## src/rtl/demux1_2_if.sv

```systemverilog
`default_nettype none
// +--------------------------------------------------------------------------+
// | Module   : demux1_2_if                                                   |
// | Brief    : Handshake bundle for the 1-to-2 demultiplexer (in, A, B).     |
// | Revision : 1.0                                                           |
// +--------------------------------------------------------------------------+
interface demux1_2_if #(
   parameter int WIDTH = 32
);
   logic             in_valid;
   logic             in_ready;
   logic [WIDTH-1:0] in_data;
   logic             in_sel;

   logic             a_valid;
   logic             a_ready;
   logic [WIDTH-1:0] a_data;

   logic             b_valid;
   logic             b_ready;
   logic [WIDTH-1:0] b_data;

   // Producer and both consumers as seen from outside the demux.
   modport master (
      output in_valid, in_data, in_sel, a_ready, b_ready,
      input  in_ready, a_valid, a_data, b_valid, b_data
   );

   // The demux itself.
   modport slave (
      input  in_valid, in_data, in_sel, a_ready, b_ready,
      output in_ready, a_valid, a_data, b_valid, b_data
   );
endinterface
`default_nettype wire

```

## src/rtl/demux1_2.sv

```systemverilog
`default_nettype none
// +--------------------------------------------------------------------------+
// | Module   : demux1_2 (with helper demux1_2_fifo)                          |
// | Brief    : Valid/ready 1-to-2 demux with an independent FIFO per output. |
// | Revision : 1.0                                                           |
// +--------------------------------------------------------------------------+

module demux1_2_fifo #(
   parameter int WIDTH = 32,
   parameter int DEPTH = 2
) (
   input  logic             clk,
   input  logic             rst_n,
   input  logic             i_push,
   input  logic [WIDTH-1:0] i_data,
   input  logic             i_pop,
   output logic             o_full,
   output logic             o_empty,
   output logic [WIDTH-1:0] o_head
);
   localparam int PW = (DEPTH > 1) ? $clog2(DEPTH) : 1;
   localparam int CW = $clog2(DEPTH) + 1;

   localparam logic [PW-1:0] c_PTR_ONE  = PW'(1);
   localparam logic [CW-1:0] c_CNT_ONE  = CW'(1);
   localparam logic [CW-1:0] c_CNT_FULL = CW'(DEPTH);

   logic [WIDTH-1:0] r_mem [DEPTH];
   logic [PW-1:0]    r_wptr;
   logic [PW-1:0]    r_rptr;
   logic [CW-1:0]    r_count;

   logic             w_do_push;
   logic             w_do_pop;

   assign o_full    = (r_count == c_CNT_FULL);
   assign o_empty   = (r_count == '0);
   assign o_head    = r_mem[r_rptr];

   // A full FIFO refuses a push even when it pops in the same cycle.
   assign w_do_push = i_push && !o_full;
   assign w_do_pop  = i_pop && !o_empty;

   always_ff @(posedge clk or negedge rst_n) begin
      if (!rst_n) begin
         r_wptr  <= '0;
         r_rptr  <= '0;
         r_count <= '0;
         for (int i = 0; i < DEPTH; i++) begin
            r_mem[i] <= '0;
         end
      end else begin
         if (w_do_push) begin
            r_mem[r_wptr] <= i_data;
            r_wptr        <= r_wptr + c_PTR_ONE;
         end
         if (w_do_pop) begin
            r_rptr <= r_rptr + c_PTR_ONE;
         end
         case ({w_do_push, w_do_pop})
            2'b10:   r_count <= r_count + c_CNT_ONE;
            2'b01:   r_count <= r_count - c_CNT_ONE;
            default: r_count <= r_count;
         endcase
      end
   end
endmodule

module demux1_2 #(
   parameter int WIDTH = 32,
   parameter int DEPTH = 2
) (
   input  logic       clk,
   input  logic       rst_n,
   demux1_2_if.slave  bus
);
   logic w_full_a;
   logic w_full_b;
   logic w_empty_a;
   logic w_empty_b;
   logic w_accept;
   logic w_push_a;
   logic w_push_b;
   logic w_pop_a;
   logic w_pop_b;

   // Depends only on in_sel and registered occupancy, never on a/b_ready.
   assign bus.in_ready = rst_n && (bus.in_sel ? !w_full_b : !w_full_a);

   assign w_accept    = bus.in_valid && bus.in_ready;
   assign w_push_a    = w_accept && !bus.in_sel;
   assign w_push_b    = w_accept &&  bus.in_sel;

   assign bus.a_valid = !w_empty_a;
   assign bus.b_valid = !w_empty_b;
   assign w_pop_a     = bus.a_valid && bus.a_ready;
   assign w_pop_b     = bus.b_valid && bus.b_ready;

   demux1_2_fifo #(
      .WIDTH (WIDTH),
      .DEPTH (DEPTH)
   ) u_fifo_a (
      .clk     (clk),
      .rst_n   (rst_n),
      .i_push  (w_push_a),
      .i_data  (bus.in_data),
      .i_pop   (w_pop_a),
      .o_full  (w_full_a),
      .o_empty (w_empty_a),
      .o_head  (bus.a_data)
   );

   demux1_2_fifo #(
      .WIDTH (WIDTH),
      .DEPTH (DEPTH)
   ) u_fifo_b (
      .clk     (clk),
      .rst_n   (rst_n),
      .i_push  (w_push_b),
      .i_data  (bus.in_data),
      .i_pop   (w_pop_b),
      .o_full  (w_full_b),
      .o_empty (w_empty_b),
      .o_head  (bus.b_data)
   );
endmodule
`default_nettype wire

```

## src/flat_wrapper.sv

```systemverilog
// flat-port wrapper written by rule: the top's interface ports become plain ports
module demux1_2_flat 
#(
   parameter int WIDTH = 32,
   parameter int DEPTH = 2
)
  (clk, rst_n, bus_in_valid, bus_in_data, bus_in_sel, bus_a_ready, bus_b_ready, bus_in_ready, bus_a_valid, bus_a_data, bus_b_valid, bus_b_data);
  demux1_2_if #(.WIDTH(WIDTH)) bus_i ();
  input  logic clk;
  input  logic rst_n;
  input wire logic [$bits(bus_i.in_valid)-1:0] bus_in_valid;
  input wire logic [$bits(bus_i.in_data)-1:0] bus_in_data;
  input wire logic [$bits(bus_i.in_sel)-1:0] bus_in_sel;
  input wire logic [$bits(bus_i.a_ready)-1:0] bus_a_ready;
  input wire logic [$bits(bus_i.b_ready)-1:0] bus_b_ready;
  output wire logic [$bits(bus_i.in_ready)-1:0] bus_in_ready;
  output wire logic [$bits(bus_i.a_valid)-1:0] bus_a_valid;
  output wire logic [$bits(bus_i.a_data)-1:0] bus_a_data;
  output wire logic [$bits(bus_i.b_valid)-1:0] bus_b_valid;
  output wire logic [$bits(bus_i.b_data)-1:0] bus_b_data;
  assign bus_i.in_valid = bus_in_valid;
  assign bus_i.in_data = bus_in_data;
  assign bus_i.in_sel = bus_in_sel;
  assign bus_i.a_ready = bus_a_ready;
  assign bus_i.b_ready = bus_b_ready;
  assign bus_in_ready = bus_i.in_ready;
  assign bus_a_valid = bus_i.a_valid;
  assign bus_a_data = bus_i.a_data;
  assign bus_b_valid = bus_i.b_valid;
  assign bus_b_data = bus_i.b_data;
  demux1_2 #(.WIDTH(WIDTH), .DEPTH(DEPTH)) u_core (.clk(clk), .rst_n(rst_n), .bus(bus_i));
endmodule
```

## config.mk

```make
export PLATFORM = sky130hd
export DESIGN_NAME = demux1_2_flat
export DESIGN_NICKNAME = d
export VERILOG_FILES = /design/src/rtl/demux1_2_if.sv /design/src/rtl/demux1_2.sv /design/src/flat_wrapper.sv
export SDC_FILE = /design/constraint.sdc
export NUM_CORES = 1
export LEC_CHECK = 0
export CORE_AREA = 3 3 111 113
export DETAILED_ROUTE_END_ITERATION = 8
export DIE_AREA = 0 0 114 116
export PLACE_DENSITY = 0.79
export SETUP_SLACK_MARGIN = 0.5
export SYNTH_ARGS = -nofsm -noshare
export SYNTH_HDL_FRONTEND = slang
export SYNTH_HIERARCHICAL = 1
export SYNTH_SLANG_ARGS = --single-unit
```

## constraint.sdc

```tcl
create_clock -name clk -period 2.1 [get_ports clk]
set_input_delay 0.42 -clock clk [delete_from_list [all_inputs] [get_ports clk]]
set_output_delay 0.42 -clock clk [all_outputs]
set_load 0.005 [all_outputs]
```

Word level (Yosys, flattened, before mapping)

Index checks and enable logic that the tools add are counted.

Magnitude comparators: 6
Reduce and logical (&&, ||, !) cells: 21
Bitwise logic cells: 4
Eq/ne operators: 6
$add $sub $neg: 8
Muxes and demuxes: 15

Operators with widths:

| cell                  | number |
|---|---|
| $mux W32              | 8 |
| $bwmux W64            | 2 |
| $demux W32 S1         | 2 |
| $logic_and A1 B1 Y1   | 12 |
| $eq A2 B2 Y1 const B  | 4 |
| $ge A2 B2 Y1 const B  | 4 |
| $not A1 Y2            | 4 |
| $pmux W2 S2           | 2 |
| $logic_not A1 Y1      | 5 |
| $add A1 B1 Y1 const B | 4 |
| $add A2 B1 Y2 const B | 2 |
| $eq A2 B1 Y1 const B  | 2 |
| $logic_not A2 Y1      | 2 |
| $lt A2 B1 Y1 const B  | 2 |
| $reduce_bool A2 Y1    | 2 |
| $sub A2 B1 Y2 const B | 2 |
| $mux W1               | 1 |

Word-level logic and storage cells: 70
Input port bits: 38
Register bits: 136
Output and inout port bits: 67

Logic depth before layout (Yosys ltp)

Gate-level depths: netlist of the first run.

Depth in word-level cells: 9
Depth in mapped cells: 8
Depth with buffers taken out: 8

Cells and area by module

Netlist of the first run, hierarchy kept.

By module, submodules not included:

| module                          | cells each | area an instance (um2) | instances | seq. area each (um2) |
|---|---|---|---|---|
| demux1_2_fifo (u_core.u_fifo_a) | 189        | 3000.4                 | 1         | 1701.6 |
| demux1_2_fifo (u_core.u_fifo_b) | 189        | 2990.4                 | 1         | 1701.6 |
| demux1_2                        | 9          | 52.6                   | 1         | 0.0 |

Worst setup path after synthesis of the first run

OpenSTA, ideal clock, no wires.

Kind: register to register
Start: reg u_core.u_fifo_a.r_count[0]
End: reg u_core/u_fifo_a/r_mem[0] (netlist bit)
Arrival: 1681 ps
Path slack: 294 ps
Cell stages (with the launch flop): 8
Buffers on the path: 2
Data required time: 1975 ps
Path through: dfrtp_1 -> nand2b_4 -> inv_2 -> nor3_1 -> and3_2 -> clkbuf_2 -> clkbuf_8 -> mux2_2

Word-level cells in the longest chain between the ends: 7

Ends and longest elaborated chain:

| item                          | line           | RTL |
|---|---|---|
| start, declared               | demux1_2.sv:31 | `logic [CW-1:0] r_count;` |
| start signal, assigned        | demux1_2.sv:61 | `2'b10: r_count <= r_count + c_CNT_ONE;` |
| start signal, assigned        | demux1_2.sv:62 | `2'b01: r_count <= r_count - c_CNT_ONE;` |
| start signal, assigned        | demux1_2.sv:63 | `default: r_count <= r_count;` |
| $eq A2 B2 Y1                  | demux1_2.sv:36 | `assign o_full = (r_count == c_CNT_FULL);` |
| via u_core.w_full_a           | demux1_2.sv:77 | `logic w_full_a;` |
| $logic_not A1 Y1              | demux1_2.sv:88 | `assign bus.in_ready = rst_n && (bus.in_sel ? !w_full_b : !w_full_a);` |
| $mux W1                       | demux1_2.sv:88 |  |
| $logic_and A1 B1 Y1           | demux1_2.sv:88 |  |
| $logic_and A1 B1 Y1           | demux1_2.sv:90 | `assign w_accept = bus.in_valid && bus.in_ready;` |
| $logic_and A1 B1 Y1           | demux1_2.sv:91 | `assign w_push_a = w_accept && !bus.in_sel;` |
| via u_core.w_push_a           | demux1_2.sv:82 | `logic w_push_a;` |
| $logic_and A1 B1 Y1           | demux1_2.sv:41 | `assign w_do_push = i_push && !o_full;` |
| end signal, assigned by index | demux1_2.sv:54 | `r_mem[r_wptr] <= i_data;` |
| end, declared                 | demux1_2.sv:28 | `logic [WIDTH-1:0] r_mem [DEPTH];` |

The timed path passes the listed nets, and every way through them passes these cells.
A chain may end at the register's enable or synchronous reset.

Worst setup path after layout of the first run

Start: reg u_core.u_fifo_b.r_count[1]
End: reg u_core/u_fifo_b/r_mem[36] (netlist bit)

Word-level cells in the longest chain between the ends: 7

Ends and longest elaborated chain:

| item                          | line           | RTL |
|---|---|---|
| start, declared               | demux1_2.sv:31 |  |
| start signal, assigned        | demux1_2.sv:61 |  |
| start signal, assigned        | demux1_2.sv:62 |  |
| start signal, assigned        | demux1_2.sv:63 |  |
| $eq A2 B2 Y1                  | demux1_2.sv:36 |  |
| via u_core.w_full_b           | demux1_2.sv:78 | `logic w_full_b;` |
| $logic_not A1 Y1              | demux1_2.sv:88 |  |
| $mux W1                       | demux1_2.sv:88 |  |
| $logic_and A1 B1 Y1           | demux1_2.sv:88 |  |
| $logic_and A1 B1 Y1           | demux1_2.sv:90 |  |
| $logic_and A1 B1 Y1           | demux1_2.sv:92 | `assign w_push_b = w_accept && bus.in_sel;` |
| via u_core.w_push_b           | demux1_2.sv:83 | `logic w_push_b;` |
| $logic_and A1 B1 Y1           | demux1_2.sv:41 |  |
| end signal, assigned by index | demux1_2.sv:54 |  |
| end, declared                 | demux1_2.sv:28 |  |

The timed path passes the listed nets, and every way through them passes these cells.

==> run_summary.xml, run 1 <==
<?xml version="1.0" encoding="UTF-8"?>
<metrics>
  <group name="cts">
    <metric name="tritoncts" unit="">built</metric>
    <metric name="numCtsBuffers" unit="">17</metric>
    <metric name="tritoncts_num_sinks" unit="">136</metric>
    <metric name="clk_pin_slew" unit="ns">0.06</metric>
    <metric name="ctsHtreeMaxLevel" unit="">4</metric>
    <metric name="clkLatencyLatePin" unit="ns">0.43</metric>
    <metric name="cts.hold.buffers_added" unit="">0</metric>
    <metric name="clock_tree.buffer_depth" unit="">2</metric>
    <metric name="clock-root-buffer" unit="">sky130_fd_sc_hd__clkbuf_16</metric>
  </group>
  <group name="timing">
    <metric name="finalWorstSetupSlack" unit="ns">-0.128</metric>
    <metric name="actual_slew_at_the_worst_max_slew_pin" unit="ns">0.794</metric>
    <metric name="clock_tree_skew_after_final_layout" unit="ns">0.00947</metric>
    <metric name="maxClockFrequency" unit="GHz">0.449</metric>
    <metric name="worst_slew_margin_rel" unit="">0.471</metric>
    <metric name="final_max_tran_viols" unit="">0</metric>
    <metric name="timing_hold_violations_final" unit="">0</metric>
    <metric name="grt_setup_unrepaired" unit="">yes</metric>
    <metric name="report.final.setup_viol" unit="">83</metric>
    <metric name="period_utilization_post_route" unit="">1.06</metric>
    <metric name="tmin_final" unit="ns">2.23</metric>
  </group>
  <group name="grt">
    <metric name="grt_pass1_wl" unit="mm">30.8</metric>
    <metric name="global_route.overflow_total" unit="">0</metric>
    <metric name="first_global_vias" unit="">4945</metric>
    <metric name="antenna_found_initial" unit="">0</metric>
    <metric name="gr-usage-all-layers" unit="">0.321</metric>
    <metric name="grt_start_max_net_pins" unit="">137</metric>
  </group>
  <group name="setup_path">
    <metric name="path_cells" unit="">buf_6, nand2b_4, inv_4, buf_6, nor3b_4, nor3b_4, buf_4, buf_6, buf_8, mux2_4</metric>
    <metric name="worstSetupEndpointType" unit="">flip-flop</metric>
    <metric name="worst_setup_path_start_kind" unit="">flip-flop</metric>
    <metric name="critical_path_max_stage_delay" unit="ns">0.41</metric>
    <metric name="timing.critical_path.fanout_max" unit="">5</metric>
    <metric name="rr_worst_depth" unit="">10</metric>
    <metric name="critPathRequiredTime" unit="ns">2.41</metric>
    <metric name="reg2reg_setup_slack" unit="ns">-0.13</metric>
    <metric name="timing.critical_path.to" unit="">u_core/u_fifo_b/r_mem[36]$_DFFE_PN0P_</metric>
    <metric name="regToRegStartpoint" unit="">u_core/u_fifo_b/r_count[1]$_DFFE_PN0P_</metric>
    <metric name="worstPathBufferInverterCount" unit="">6</metric>
    <metric name="setup.worst_path.class" unit="">reg -&gt; reg</metric>
    <metric name="crit_path_top_delay_cell" unit="">sky130_fd_sc_hd__dfrtp_1</metric>
    <metric name="timing.critical_path.depth" unit="">10</metric>
    <metric name="cp.arrival" unit="ns">2.53</metric>
    <metric name="worstSetupStartpoint" unit="">u_core/u_fifo_b/r_count[1]$_DFFE_PN0P_</metric>
    <metric name="worst_r2r_endpoint" unit="">u_core/u_fifo_b/r_mem[36]$_DFFE_PN0P_</metric>
    <metric name="timing.critical_path.max_delay_family" unit="">buffers and inverters</metric>
    <metric name="crit_top_cell" unit="">sky130_fd_sc_hd__buf_6</metric>
  </group>
  <group name="logic_synthesis">
    <metric name="count_of_mapped_cells_out_of_synthesis" unit="">387</metric>
    <metric name="distinct_cells_synth" unit="">25</metric>
    <metric name="postSynthNetCount" unit="">427</metric>
    <metric name="yosysWarnings" unit="">6</metric>
    <metric name="netlist_area" unit="um2">6040</metric>
    <metric name="synth_seq_area_share" unit="">0.563</metric>
    <metric name="postSynthAreaPerCell" unit="um2">15.6</metric>
    <metric name="ys_ff_latch" unit="">136</metric>
  </group>
  <group name="floorplan">
    <metric name="top_level_ports" unit="">105</metric>
    <metric name="core-area" unit="um2">11400</metric>
    <metric name="floorplan.rows" unit="">39</metric>
    <metric name="die_h" unit="um">116</metric>
    <metric name="chipWidth" unit="um">114</metric>
    <metric name="initial_utilization" unit="">0.529</metric>
    <metric name="fp.dieArea" unit="um2">13200</metric>
  </group>
  <group name="pwr">
    <metric name="pwrdens" unit="nW/um2">1760</metric>
    <metric name="power" unit="mW">17.9</metric>
    <metric name="power.leakage" unit="nW">4.78</metric>
    <metric name="vdd_ir_drop_max" unit="uV">1210</metric>
  </group>
  <group name="cells_and_area">
    <metric name="post_route_cells_drive_above_1_share" unit="">0.700</metric>
    <metric name="cell_area_after_layout" unit="um2">10200</metric>
    <metric name="final_nets" unit="">633</metric>
    <metric name="antennaDiodeCount" unit="">0</metric>
    <metric name="syn_to_final_growth" unit="%">68.0</metric>
  </group>
  <group name="placed_design">
    <metric name="port_buffers" unit="">104</metric>
    <metric name="place_congestion" unit="">0.742</metric>
    <metric name="hpwlAfterDp" unit="mm">8.07</metric>
    <metric name="dpl_cell_area" unit="um2">7470</metric>
  </group>
  <group name="routing">
    <metric name="route.vias.total" unit="">4420</metric>
    <metric name="drt_drc_violations_left" unit="">0</metric>
    <metric name="route.detailed.vias_per_inst" unit="">5.90</metric>
    <metric name="routed_wire_length_per_instance" unit="um">29.8</metric>
    <metric name="ant_nets" unit="">0</metric>
    <metric name="drt_first_pass_iters" unit="">4</metric>
    <metric name="detailedRoute.firstIterationViolations" unit="">324</metric>
    <metric name="drt_wl_total" unit="mm">22.3</metric>
  </group>
  <group name="run_status">
    <metric name="outcome" unit="">finished with violations</metric>
    <metric name="failing_checks" unit="">negative setup slack</metric>
  </group>
  <group name="worst_hold_path">
    <metric name="hp-class" unit="">in -&gt; async</metric>
  </group>
  <group name="job">
    <metric name="cap_viol_max_count" unit="">0</metric>
  </group>
</metrics>
[layout make-up]
class | count | area (um2)
Clock inverter | 15 | 223
Multi-Input combinational cell | 225 | 3210
Inverter | 4 | 20.0
Tap cell | 143 | 179
Fill cell | 410 | 1270
Clock buffer | 17 | 425
Sequential cell | 136 | 3410
Timing Repair Buffer | 209 | 2690
[per-layer routing]
metal | GRT usage | routed length, um | vias up
met5 | 0 | 0 | -
met4 | 0.116 | 925 | 0
met3 | 0.0888 | 1440 | 84
met2 | 0.567 | 11500 | 235
met1 | 0.377 | 8450 | 2303
li1 | - | - | 1798
[sequential cells by signal, summed over array words and instances, names as in the netlist]
signal                   cells
u_core/u_fifo_b/r_rptr       1
u_core/u_fifo_b/r_wptr       1
u_core/u_fifo_b/r_mem       64
u_core/u_fifo_a/r_rptr       1
u_core/u_fifo_a/r_wptr       1
u_core/u_fifo_a/r_count      2
u_core/u_fifo_b/r_count      2
u_core/u_fifo_a/r_mem       64
[power by group]
group / total [mW] / internal (mW) / switching [mW]
Clock: 3.37 / 2.11 / 1.26
Combinational: 9.49 / 6.30 / 3.19
Sequential: 4.99 / 3.93 / 1.06
[cells in the final DEF (no fill, tap or decap)]
| cell | instances |
|---|---|
| sky130_fd_sc_hd__nor3b_4 | 3 |
| sky130_fd_sc_hd__inv_2 | 2 |
| sky130_fd_sc_hd__inv_6 | 3 |
| sky130_fd_sc_hd__ha_4 | 2 |
| sky130_fd_sc_hd__clkdlybuf4s50_1 | 35 |
| sky130_fd_sc_hd__dfrtp_1 | 134 |
| sky130_fd_sc_hd__mux2_2 | 16 |
| sky130_fd_sc_hd__buf_4 | 18 |
| sky130_fd_sc_hd__dlygate4sd2_1 | 1 |
| sky130_fd_sc_hd__xor2_1 | 4 |
| sky130_fd_sc_hd__xnor2_1 | 3 |
| sky130_fd_sc_hd__nand2_4 | 1 |
| sky130_fd_sc_hd__clkinv_4 | 1 |
| sky130_fd_sc_hd__xnor2_2 | 3 |
| sky130_fd_sc_hd__buf_12 | 27 |
| sky130_fd_sc_hd__buf_8 | 2 |
| sky130_fd_sc_hd__clkinv_2 | 3 |
| sky130_fd_sc_hd__buf_6 | 94 |
| sky130_fd_sc_hd__bufinv_16 | 5 |
| sky130_fd_sc_hd__nor2b_4 | 1 |
| sky130_fd_sc_hd__clkinvlp_4 | 3 |
| sky130_fd_sc_hd__mux2_4 | 176 |
| sky130_fd_sc_hd__buf_16 | 17 |
| sky130_fd_sc_hd__nand2b_4 | 2 |
| sky130_fd_sc_hd__nand2_2 | 2 |
| sky130_fd_sc_hd__nor2_2 | 2 |
| sky130_fd_sc_hd__and3_4 | 2 |
| sky130_fd_sc_hd__nor2_4 | 2 |
| sky130_fd_sc_hd__nor2b_1 | 3 |
| sky130_fd_sc_hd__buf_2 | 14 |
| sky130_fd_sc_hd__clkbuf_16 | 18 |
| sky130_fd_sc_hd__dfrtp_2 | 2 |
| sky130_fd_sc_hd__mux2i_1 | 1 |
| sky130_fd_sc_hd__inv_4 | 2 |
| sky130_fd_sc_hd__nor3_4 | 1 |
| sky130_fd_sc_hd__and2_1 | 1 |
[worst register-to-register path: stages (launching register included)]
cell,delay (ns)
sky130_fd_sc_hd__dfrtp_1,0.41
sky130_fd_sc_hd__buf_6,0.14
sky130_fd_sc_hd__nand2b_4,0.07
sky130_fd_sc_hd__inv_4,0.04
sky130_fd_sc_hd__buf_6,0.11
sky130_fd_sc_hd__nor3b_4,0.23
sky130_fd_sc_hd__nor3b_4,0.35
sky130_fd_sc_hd__buf_4,0.18
sky130_fd_sc_hd__buf_6,0.13
sky130_fd_sc_hd__buf_8,0.14
sky130_fd_sc_hd__mux2_4,0.32
[kinds of logic (layout without fill, tap and decap cells)]
family                     count (synthesis)  after routing  share of synthesized area
adders and majority gates                  2              2                    0.00414
and+or+nand+nor                           20             20                     0.0246
buffers and inverters                     26            245                     0.0335
muxes                                    193            193                      0.360
xor gates and xnor gates                  10             10                     0.0145
DFF                                      136            136                      0.563
[worst min path at each step]
stage,slack [ns],endpoint,from,cells past startpoint
2_1_floorplan,0.12,u_core/u_fifo_a/r_count[0]$_DFFE_PN0P_,rst_n,0
3_3_place_gp,0.46,u_core/u_fifo_b/r_mem[59]$_DFFE_PN0P_,u_core/u_fifo_b/r_mem[59]$_DFFE_PN0P_,1
3_5_place_dp,0.47,u_core/u_fifo_b/r_mem[60]$_DFFE_PN0P_,u_core/u_fifo_b/r_mem[60]$_DFFE_PN0P_,1
4_1_cts,0.16,u_core/u_fifo_a/r_count[0]$_DFFE_PN0P_,rst_n,2
5_1_grt,0.14,u_core/u_fifo_a/r_mem[63]$_DFFE_PN0P_,rst_n,2
6_report,0.03,u_core/u_fifo_a/r_mem[0]$_DFFE_PN0P_,rst_n,2
[cells in the mapped netlist (all sizes together)]
library cell / number / area share
xor2: 4 / 0.0058
and3: 2 / 0.0023
nor2b: 4 / 0.0041
buf: 13 / 0.020
nand2: 3 / 0.0019
nor3: 1 / 0.00083
nor2: 4 / 0.0025
and2: 1 / 0.0010
nor3b: 3 / 0.0075
inv: 4 / 0.0025
mux2: 192 / 0.36
ha: 2 / 0.0041
xnor2: 6 / 0.0087
dfrtp: 136 / 0.56
nand2b: 2 / 0.0046
clkbuf: 9 / 0.011
mux2i: 1 / 0.0017
[repair_timing]
| action | in CTS | in global routing |
|---|---|---|
| pin swaps | 7 | 7 |
| gates cloned | 17 | 1 |
| gates resized for setup | 501 | 59 |
| setup endpoints to repair | 198 | 199 |
| buffers inserted | 58 | 12 |
[metrics by stage]
stage                     setup slack (ns)  utilization  instances  hold WS, ns  setup TNS (ns)
after global placement              -0.114        0.654        629        0.464           -9.29
after detailed placement            -0.105        0.654        629        0.475           -7.80
final                               -0.128        0.889        749       0.0324           -3.81
after CTS                          -0.0269        0.856        736        0.162          -0.212
after global routing                -0.171        0.889        749        0.136           -7.49
after floorplan                      0.382            -        387        0.124               0
Note: power is estimated with default switching activity, not from simulation.
==> inputs of run 2 (changes only) <==
--- a/config.mk
+++ b/config.mk
@@ -9,7 +9,6 @@
 export DETAILED_ROUTE_END_ITERATION = 8
 export DIE_AREA = 0 0 114 116
 export PLACE_DENSITY = 0.79
-export SETUP_SLACK_MARGIN = 0.5
 export SYNTH_ARGS = -nofsm -noshare
 export SYNTH_HDL_FRONTEND = slang
 export SYNTH_HIERARCHICAL = 1
==> run 2 against run 1 <==
  * The flow still finishes with violations (negative setup slack)
  * Sequential share of layout area up 8.8 points
  * Worst hold slack better by 0.15 ns
  * Maximum frequency increased by 4.3%
  * Critical endpoint is now bus_a_data[31]
  * Sequential cell count is the same
  * Sequential power down 7.2%
  * Via count is 19% lower
  * Core utilization is 18 points lower
  * Non-clock buffer count shrank 79
  * First-iteration DRC count fell by 69%
  * Global-route usage down 11 points
==> run_summary.xml, run 2 (synthesized netlist as in run 1, its figures left out) <==
<?xml version="1.0" encoding="UTF-8"?>
<metrics>
  <group name="cts">
    <metric name="clk_pin_slew" unit="ns">0.06</metric>
    <metric name="clkLatencyLatePin" unit="ns">0.41</metric>
    <metric name="tritoncts_num_sinks" unit="">136</metric>
    <metric name="clock_tree.buffer_depth" unit="">2</metric>
    <metric name="ctsHtreeMaxLevel" unit="">4</metric>
    <metric name="tritoncts" unit="">built</metric>
    <metric name="numCtsBuffers" unit="">17</metric>
    <metric name="clock-root-buffer" unit="">sky130_fd_sc_hd__clkbuf_16</metric>
  </group>
  <group name="grt">
    <metric name="gr-usage-all-layers" unit="">0.210</metric>
    <metric name="grt_pass1_wl" unit="mm">21.0</metric>
    <metric name="antenna_found_initial" unit="">0</metric>
    <metric name="global_route.overflow_total" unit="">0</metric>
    <metric name="grt_start_max_net_pins" unit="">137</metric>
    <metric name="first_global_vias" unit="">4060</metric>
  </group>
  <group name="placed_design">
    <metric name="hpwlAfterDp" unit="mm">8.16</metric>
    <metric name="placed_cells" unit="">627</metric>
    <metric name="place_congestion" unit="">0.727</metric>
    <metric name="dpl_cell_area" unit="um2">7310</metric>
    <metric name="port_buffers" unit="">104</metric>
  </group>
  <group name="setup_path">
    <metric name="path_cells" unit="">buf_12, mux2_2, dlygate4sd2_1</metric>
    <metric name="worstPathBufferInverterCount" unit="">2</metric>
    <metric name="critPathRequiredTime" unit="ns">1.68</metric>
    <metric name="critical_path_max_stage_delay" unit="ns">0.48</metric>
    <metric name="worst_setup_path_start_kind" unit="">flip-flop</metric>
    <metric name="cp.arrival" unit="ns">1.72</metric>
    <metric name="crit_path_top_delay_cell" unit="">sky130_fd_sc_hd__dfrtp_2</metric>
    <metric name="timing.critical_path.fanout_max" unit="">16</metric>
    <metric name="worstSetupEndpointType" unit="">output pin</metric>
    <metric name="setup.worst_path.class" unit="">reg -&gt; out</metric>
    <metric name="timing.critical_path.max_delay_family" unit="">flip-flops</metric>
  </group>
  <group name="timing">
    <metric name="tmin_final" unit="ns">2.14</metric>
    <metric name="hold-worst-slack" unit="ns">0.187</metric>
    <metric name="timing_hold_violations_final" unit="">0</metric>
    <metric name="finalWorstSetupSlack" unit="ns">-0.0366</metric>
    <metric name="maxClockFrequency" unit="GHz">0.468</metric>
    <metric name="period_utilization_post_route" unit="">1.02</metric>
    <metric name="clock_tree_skew_after_final_layout" unit="ns">0.00554</metric>
    <metric name="final_max_tran_viols" unit="">0</metric>
    <metric name="grt_setup_unrepaired" unit="">yes</metric>
    <metric name="actual_slew_at_the_worst_max_slew_pin" unit="ns">0.699</metric>
    <metric name="report.final.setup_viol" unit="">15</metric>
    <metric name="worst_slew_margin_rel" unit="">0.534</metric>
  </group>
  <group name="run_status">
    <metric name="outcome" unit="">finished with violations</metric>
    <metric name="failing_checks" unit="">negative setup slack</metric>
  </group>
  <group name="cells_and_area">
    <metric name="syn_to_final_growth" unit="%">33.2</metric>
    <metric name="cell_area_after_layout" unit="um2">8050</metric>
    <metric name="final_nets" unit="">554</metric>
    <metric name="antennaDiodeCount" unit="">0</metric>
    <metric name="post_route_cells_drive_above_1_share" unit="">0.509</metric>
    <metric name="layoutNonFillerInstCount" unit="">670</metric>
    <metric name="multiInputGateArea" unit="um2">2460</metric>
    <metric name="mostFrequentLayoutCell" unit="">sky130_fd_sc_hd__mux2_2</metric>
    <metric name="regArea" unit="um2">3410</metric>
    <metric name="final_core_util" unit="">0.705</metric>
    <metric name="layout_top_registers" unit="">u_core/u_fifo_a/r_mem x64, u_core/u_fifo_b/r_mem x64</metric>
    <metric name="layout.filler_cells" unit="">768</metric>
    <metric name="most-common-layout-cells" unit="">sky130_fd_sc_hd__mux2_2 (178), sky130_fd_sc_hd__dfrtp_1 (134), sky130_fd_sc_hd__clkdlybuf4s50_1 (36)</metric>
  </group>
  <group name="routing">
    <metric name="route.vias.total" unit="">3560</metric>
    <metric name="route.detailed.vias_per_inst" unit="">5.31</metric>
    <metric name="ant_nets" unit="">0</metric>
    <metric name="drt_wl_total" unit="mm">13.1</metric>
    <metric name="detailedRoute.firstIterationViolations" unit="">100</metric>
    <metric name="drt_first_pass_iters" unit="">4</metric>
    <metric name="drt_drc_violations_left" unit="">0</metric>
    <metric name="routed_wire_length_per_instance" unit="um">19.6</metric>
  </group>
  <group name="floorplan">
    <metric name="top_level_ports" unit="">105</metric>
    <metric name="fp.dieArea" unit="um2">13200</metric>
    <metric name="floorplan.rows" unit="">39</metric>
    <metric name="initial_utilization" unit="">0.529</metric>
    <metric name="core-area" unit="um2">11400</metric>
    <metric name="die_h" unit="um">116</metric>
    <metric name="chipWidth" unit="um">114</metric>
  </group>
  <group name="pwr">
    <metric name="power" unit="mW">13.1</metric>
    <metric name="vdd_ir_drop_max" unit="uV">891</metric>
    <metric name="pwrdens" unit="nW/um2">1630</metric>
    <metric name="power.leakage" unit="nW">3.72</metric>
  </group>
  <group name="job">
    <metric name="cap_viol_max_count" unit="">0</metric>
  </group>
  <group name="worst_hold_path">
    <metric name="hp-class" unit="">in -&gt; async</metric>
  </group>
</metrics>
## run 2: cell count changes in the layout (fill, tap and decap cells not counted), moves of 16 or more
cell / before / now
sky130_fd_sc_hd__mux2_4: 176 / 4
sky130_fd_sc_hd__buf_12: 27 / 10
sky130_fd_sc_hd__buf_6: 94 / 1
sky130_fd_sc_hd__clkbuf_2: 0 / 16
sky130_fd_sc_hd__mux2_2: 16 / 178
sky130_fd_sc_hd__dlygate4sd2_1: 1 / 21
sky130_fd_sc_hd__dlymetal6s2s_1: 0 / 16
sky130_fd_sc_hd__buf_16: 17 / 0
## run 2: where the power goes
group / leakage, nW / internal, mW / switching [mW]
Combinational: 1.76 / 3.42 / 1.91
Sequential: 1.65 / 3.93 / 0.706
Clock: 0.315 / 2.08 / 1.05
## run 2: path summary, 6_finish.rpt
path / depth (start not counted) / from / to / slack (ns)
min: 2 / rst_n / u_core/u_fifo_a/r_mem[2]$_DFFE_PN0P_ / 0.19
max in group asynchronous: 2 / rst_n / u_core/u_fifo_b/r_rptr$_DFFE_PN0P_ / 1.40
max: 3 / u_core/u_fifo_a/r_rptr$_DFFE_PN0P_ / bus_a_data[31] / -0.04
min in group clk: 1 / u_core/u_fifo_a/r_mem[34]$_DFFE_PN0P_ / u_core/u_fifo_a/r_mem[34]$_DFFE_PN0P_ / 0.48
min reg2reg: 1 / u_core/u_fifo_a/r_mem[34]$_DFFE_PN0P_ / u_core/u_fifo_a/r_mem[34]$_DFFE_PN0P_ / 0.48
max reg2reg: 7 / u_core/u_fifo_a/r_count[0]$_DFFE_PN0P_ / u_core/u_fifo_a/r_mem[37]$_DFFE_PN0P_ / 0.13
## run 2: routing by layer
| layer | wire length [um] | track usage | vias up |
|---|---|---|---|
| met5 | 0 | 0 | - |
| met4 | 99 | 0.0689 | 0 |
| met3 | 556 | 0.0611 | 11 |
| met2 | 6620 | 0.349 | 81 |
| met1 | 5850 | 0.266 | 1847 |
| li1 | - | - | 1621 |
## run 2: through the flow
stage	setup TNS (ns)	worst slack, ns
2_1_floorplan	0	0.294
3_3_place_gp	-15.29	-0.187
3_5_place_dp	-18.66	-0.211
4_1_cts	-2.13	-0.154
5_1_grt	-1.45	-0.105
6_report	-0.326	-0.0366
## run 2: area by class of cell
cell class | instances | share of cell area
Tap cell | 143 | 0.0222
Sequential cell | 136 | 0.423
Timing Repair Buffer | 130 | 0.167
Clock buffer | 25 | 0.0653
Clock inverter | 7 | 0.0140
Inverter | 4 | 0.00187
Multi-Input combinational cell | 225 | 0.306
## run 2: timing repair
item,in CTS,in global routing
hold buffers,0,0
gates cloned,0,2
setup endpoints to repair,65,26
gates resized for setup,56,71
setup buffers,4,5
==> inputs of run 3 (changes only) <==
--- a/config.mk
+++ b/config.mk
@@ -5,10 +5,13 @@
 export SDC_FILE = /design/constraint.sdc
 export NUM_CORES = 1
 export LEC_CHECK = 0
-export CORE_AREA = 3 3 111 113
+export ABC_AREA = 1
+export ABC_CLOCK_PERIOD_IN_PS = 2100
+export CORE_AREA = 3 3 115 117
 export DETAILED_ROUTE_END_ITERATION = 8
-export DIE_AREA = 0 0 114 116
+export DIE_AREA = 0 0 118 120
 export PLACE_DENSITY = 0.79
+export RECOVER_POWER = 50
 export SYNTH_ARGS = -nofsm -noshare
 export SYNTH_HDL_FRONTEND = slang
 export SYNTH_HIERARCHICAL = 1
==> run 3 against run 2 <==
  * The run ends with max-capacitance violations, max-slew violations left
  * Sequential cell count did not move
  * Clock skew fell by 0.0014 ns
  * Register-to-register slack improved by 0.09 ns
  * Clock-buffer cell count rose by 1
  * Synthesized cell count rose by 120%
  * First-iteration DRC count rose to 7.9 times the previous value
  * Core utilization fell by 1.5 points
  * Maximum frequency rose by 2.9%
  * Cell area rose by 6.9%
  * Via count rose by 80%
  * Synthesized area rose by 9.8%
  * Critical path type unchanged
  * Highest routed layer unchanged
==> run_summary.xml, run 3 <==
<?xml version="1.0" encoding="UTF-8"?>
<metrics>
  <group name="cts">
    <metric name="clock-root-buffer" unit="">sky130_fd_sc_hd__clkbuf_16</metric>
    <metric name="clkLatencyLatePin" unit="ns">0.42</metric>
    <metric name="numCtsBuffers" unit="">17</metric>
    <metric name="tritoncts_num_sinks" unit="">136</metric>
    <metric name="clk_pin_slew" unit="ns">0.05</metric>
    <metric name="ctsHtreeMaxLevel" unit="">4</metric>
    <metric name="tritoncts" unit="">built</metric>
    <metric name="clock_tree.buffer_depth" unit="">2</metric>
  </group>
  <group name="logic_synthesis">
    <metric name="postSynthNetCount" unit="">889</metric>
    <metric name="ys_async_sr_fraction" unit="">1.00</metric>
    <metric name="distinct_cells_synth" unit="">19</metric>
    <metric name="netlist_area" unit="um2">6630</metric>
    <metric name="synth_area_in_adders" unit="">0.00377</metric>
    <metric name="post_synth_most_frequent_cells" unit="">sky130_fd_sc_hd__nand2_1 (471), sky130_fd_sc_hd__dfrtp_1 (136), sky130_fd_sc_hd__nand4_1 (130), sky130_fd_sc_hd__buf_2 (46), sky130_fd_sc_hd__inv_1 (19)</metric>
    <metric name="synth_top_family_by_area" unit="">simple AND/OR/NAND/NOR gates</metric>
    <metric name="synth_top_area_cell" unit="">sky130_fd_sc_hd__dfrtp_1</metric>
    <metric name="post-synth-top-count-cell" unit="">sky130_fd_sc_hd__nand2_1</metric>
    <metric name="synth_seq_area_share" unit="">0.513</metric>
    <metric name="synth_xor_area_frac" unit="">0.00264</metric>
    <metric name="synth-compound-area-share" unit="">0</metric>
    <metric name="yosys.area.top_type_share" unit="">0.513</metric>
    <metric name="ys_dominant_reg_cell" unit="">sky130_fd_sc_hd__dfrtp_1</metric>
    <metric name="yosys.area_share.simple" unit="">0.408</metric>
    <metric name="muxShareOfSynthArea" unit="">0</metric>
    <metric name="synthTopCellsByArea" unit="">sky130_fd_sc_hd__dfrtp_1 (51%), sky130_fd_sc_hd__nand2_1 (27%), sky130_fd_sc_hd__nand4_1 (12%)</metric>
    <metric name="postSynthAreaPerCell" unit="um2">7.81</metric>
    <metric name="yosysWarnings" unit="">6</metric>
    <metric name="ys_ff_latch" unit="">136</metric>
    <metric name="count_of_mapped_cells_out_of_synthesis" unit="">849</metric>
    <metric name="synth_enable_flop_cells" unit="">0</metric>
  </group>
  <group name="routing">
    <metric name="route.detailed.vias_per_inst" unit="">5.68</metric>
    <metric name="route.vias.total" unit="">6420</metric>
    <metric name="routed_wire_length_per_instance" unit="um">16.9</metric>
    <metric name="ant_nets" unit="">0</metric>
    <metric name="drt_drc_violations_left" unit="">0</metric>
    <metric name="drt_wl_total" unit="mm">19.2</metric>
    <metric name="detailedRoute.firstIterationViolations" unit="">789</metric>
    <metric name="drt_first_pass_iters" unit="">6</metric>
  </group>
  <group name="timing">
    <metric name="period_utilization_post_route" unit="">0.989</metric>
    <metric name="clock_tree_skew_after_final_layout" unit="ns">0.00415</metric>
    <metric name="worst_slew_margin_rel" unit="">-0.134</metric>
    <metric name="actual_slew_at_the_worst_max_slew_pin" unit="ns">1.70</metric>
    <metric name="report.final.setup_viol" unit="">0</metric>
    <metric name="hold-worst-slack" unit="ns">0.468</metric>
    <metric name="final_max_tran_viols" unit="">137</metric>
    <metric name="maxClockFrequency" unit="GHz">0.481</metric>
    <metric name="tmin_final" unit="ns">2.08</metric>
    <metric name="timing_hold_violations_final" unit="">0</metric>
  </group>
  <group name="run_status">
    <metric name="failing_checks" unit="">max-capacitance violations, max-slew violations</metric>
    <metric name="outcome" unit="">finished with violations</metric>
  </group>
  <group name="floorplan">
    <metric name="floorplan.rows" unit="">41</metric>
    <metric name="core-area" unit="um2">12500</metric>
    <metric name="fp.dieArea" unit="um2">14200</metric>
    <metric name="top_level_ports" unit="">105</metric>
    <metric name="initial_utilization" unit="">0.532</metric>
    <metric name="chipWidth" unit="um">118</metric>
    <metric name="die_h" unit="um">120</metric>
  </group>
  <group name="worst_hold_path">
    <metric name="hp-class" unit="">reg -&gt; reg</metric>
    <metric name="min_delay_path_depth" unit="">2</metric>
  </group>
  <group name="pwr">
    <metric name="pwrdens" unit="nW/um2">1520</metric>
    <metric name="p_clk_frac" unit="">0.207</metric>
    <metric name="p_int" unit="mW">8.05</metric>
    <metric name="vdd_ir_drop_max" unit="uV">842</metric>
    <metric name="switching_power" unit="mW">5.04</metric>
    <metric name="pwr-share-seq" unit="">0.343</metric>
    <metric name="p_sw_frac" unit="">0.385</metric>
    <metric name="comb_power_share" unit="">0.449</metric>
    <metric name="power.leakage" unit="nW">5.07</metric>
  </group>
  <group name="grt">
    <metric name="global_route.overflow_total" unit="">0</metric>
    <metric name="first_global_vias" unit="">6075</metric>
    <metric name="grt_pass1_wl" unit="mm">30.5</metric>
    <metric name="antenna_found_initial" unit="">0</metric>
    <metric name="gr-usage-all-layers" unit="">0.269</metric>
    <metric name="grt_start_max_net_pins" unit="">137</metric>
  </group>
  <group name="cells_and_area">
    <metric name="antennaDiodeCount" unit="">0</metric>
    <metric name="most-common-layout-cells" unit="">sky130_fd_sc_hd__nand2_1 (470), sky130_fd_sc_hd__dfrtp_1 (135), sky130_fd_sc_hd__nand4_1 (130)</metric>
    <metric name="syn_to_final_growth" unit="%">29.7</metric>
    <metric name="post_route_cells_drive_above_1_share" unit="">0.0949</metric>
    <metric name="final_core_util" unit="">0.690</metric>
    <metric name="mostFrequentLayoutCell" unit="">sky130_fd_sc_hd__nand2_1</metric>
    <metric name="layout_top_registers" unit="">u_core/u_fifo_a/r_mem x64, u_core/u_fifo_b/r_mem x64</metric>
    <metric name="layout.filler_cells" unit="">989</metric>
    <metric name="cell_area_after_layout" unit="um2">8600</metric>
    <metric name="final_nets" unit="">989</metric>
    <metric name="layoutNonFillerInstCount" unit="">1131</metric>
  </group>
  <group name="job">
    <metric name="cap_viol_max_count" unit="">1</metric>
  </group>
  <group name="setup_path">
    <metric name="critPathRequiredTime" unit="ns">1.68</metric>
    <metric name="timing.critical_path.max_delay_family" unit="">buffers and inverters</metric>
    <metric name="reg2reg_setup_slack" unit="ns">0.22</metric>
    <metric name="regToRegStartpoint" unit="">u_core/u_fifo_a/r_count[1]$_DFFE_PN0P_</metric>
    <metric name="cp.arrival" unit="ns">1.66</metric>
    <metric name="worstSetupStartpoint" unit="">u_core/u_fifo_b/r_rptr$_DFFE_PN0P_</metric>
    <metric name="critical_path_max_stage_delay" unit="ns">0.43</metric>
    <metric name="setup.worst_path.class" unit="">reg -&gt; out</metric>
    <metric name="worst_setup_path_start_kind" unit="">flip-flop</metric>
    <metric name="crit_path_top_delay_cell" unit="">sky130_fd_sc_hd__dfrtp_2</metric>
    <metric name="worstSetupEndpointType" unit="">output pin</metric>
    <metric name="timing.critical_path.fanout_max" unit="">6</metric>
    <metric name="worstPathBufferInverterCount" unit="">5</metric>
    <metric name="worst_r2r_endpoint" unit="">u_core/u_fifo_b/r_count[1]$_DFFE_PN0P_</metric>
    <metric name="timing.critical_path.depth" unit="">7</metric>
    <metric name="path_cells" unit="">clkinv_4, buf_4, clkbuf_16, buf_4, nand2_1, nand2_1, dlymetal6s2s_1</metric>
    <metric name="timing.critical_path.to" unit="">bus_b_data[23]</metric>
    <metric name="rr_worst_depth" unit="">12</metric>
  </group>
  <group name="placed_design">
    <metric name="port_buffers" unit="">104</metric>
    <metric name="place_congestion" unit="">0.848</metric>
    <metric name="hpwlAfterDp" unit="mm">11.3</metric>
    <metric name="dpl_cell_area" unit="um2">7800</metric>
    <metric name="placed_cells" unit="">1088</metric>
  </group>
</metrics>
==> run 3: cell count changes after synthesis, sizes merged, moves of 8 or more <==
| cell | before | now |
|---|---|---|
| buf | 13 | 62 |
| nand2 | 3 | 474 |
| nand3 | 0 | 8 |
| mux2 | 192 | 0 |
| inv | 4 | 23 |
| nand4 | 0 | 131 |
==> run 3: tightest hold or removal path: stages, from the launching register on <==
cell and delay, ns:
sky130_fd_sc_hd__dfrtp_1 0.34, sky130_fd_sc_hd__nand2_1 0.05, sky130_fd_sc_hd__nand2_1 0.04
==> run 3: cells by family (layout without fill, tap and decap cells) <==
logic type,Yosys count,in the layout
buffers and inverters,91,201
XOR/XNOR,2,2
adder cells (fa/ha/maj),2,2
flip-flops,136,136
AND/OR/NAND/NOR,618,618
==> run 3: worst min path at each step <==
stage                                           from                                     end  slack, ns
6_report       u_core/u_fifo_a/r_mem[51]$_DFFE_PN0P_   u_core/u_fifo_a/r_mem[51]$_DFFE_PN0P_       0.47
2_1_floorplan                                  rst_n  u_core/u_fifo_a/r_count[0]$_DFFE_PN0P_       0.12
4_1_cts                                        rst_n   u_core/u_fifo_a/r_mem[41]$_DFFE_PN0P_       0.21
3_5_place_dp   u_core/u_fifo_b/r_mem[53]$_DFFE_PN0P_   u_core/u_fifo_b/r_mem[53]$_DFFE_PN0P_       0.46
5_1_grt        u_core/u_fifo_a/r_mem[63]$_DFFE_PN0P_   u_core/u_fifo_a/r_mem[63]$_DFFE_PN0P_       0.49
3_3_place_gp   u_core/u_fifo_b/r_mem[24]$_DFFE_PN0P_   u_core/u_fifo_b/r_mem[24]$_DFFE_PN0P_       0.45
==> run 3: power by group through the flow <==
stage	sequential [mW]	clock, mW	combinational (mW)
after floorplan	4.31	0	3.30
after global placement	4.42	0	5.69
after detailed placement	4.47	0	5.77
after CTS	4.45	2.71	5.72
after global routing	4.62	2.85	6.54
final	4.50	2.72	5.88
==> run 3: repair_timing <==
| action | CTS | global route |
|---|---|---|
| hold buffers | 0 | 0 |
| pin swaps | 0 | 0 |
| gates cloned | 1 | 2 |
| gates resized for setup | 36 | 54 |
| setup buffers | 3 | 8 |
| endpoints found under the setup margin | 65 | 41 |
==> run 3: layout make-up <==
class | instances | area [um2] | area share
clock buffers | 26 | 519 | 0.0604
multi-input cells | 622 | 2770 | 0.321
inverters | 23 | 91.3 | 0.0106
clock inverters | 3 | 15.0 | 0.00175
repair buffers | 149 | 1590 | 0.185
well taps | 172 | 215 | 0.0250
flip-flops and latches | 136 | 3400 | 0.396
==> run 3: metrics by stage <==
step	setup TNS, ns	total power, mW	setup slack, ns
after floorplan	-0.000490	7.61	-0.000490
after global placement	-0.0461	10.1	-0.0286
after detailed placement	-1.16	10.2	-0.0839
after CTS	-2.55	12.9	-0.115
after global routing	-0.0961	14.0	-0.0364
final	0	13.1	0.0229
==> run 3: layer usage <==
metal  wire [um]  track usage  share of wire
met1        8060        0.374           0.42
met2        9200        0.416           0.48
met3        1490       0.0561          0.078
met4         407        0.110          0.021
met5           0            0              0
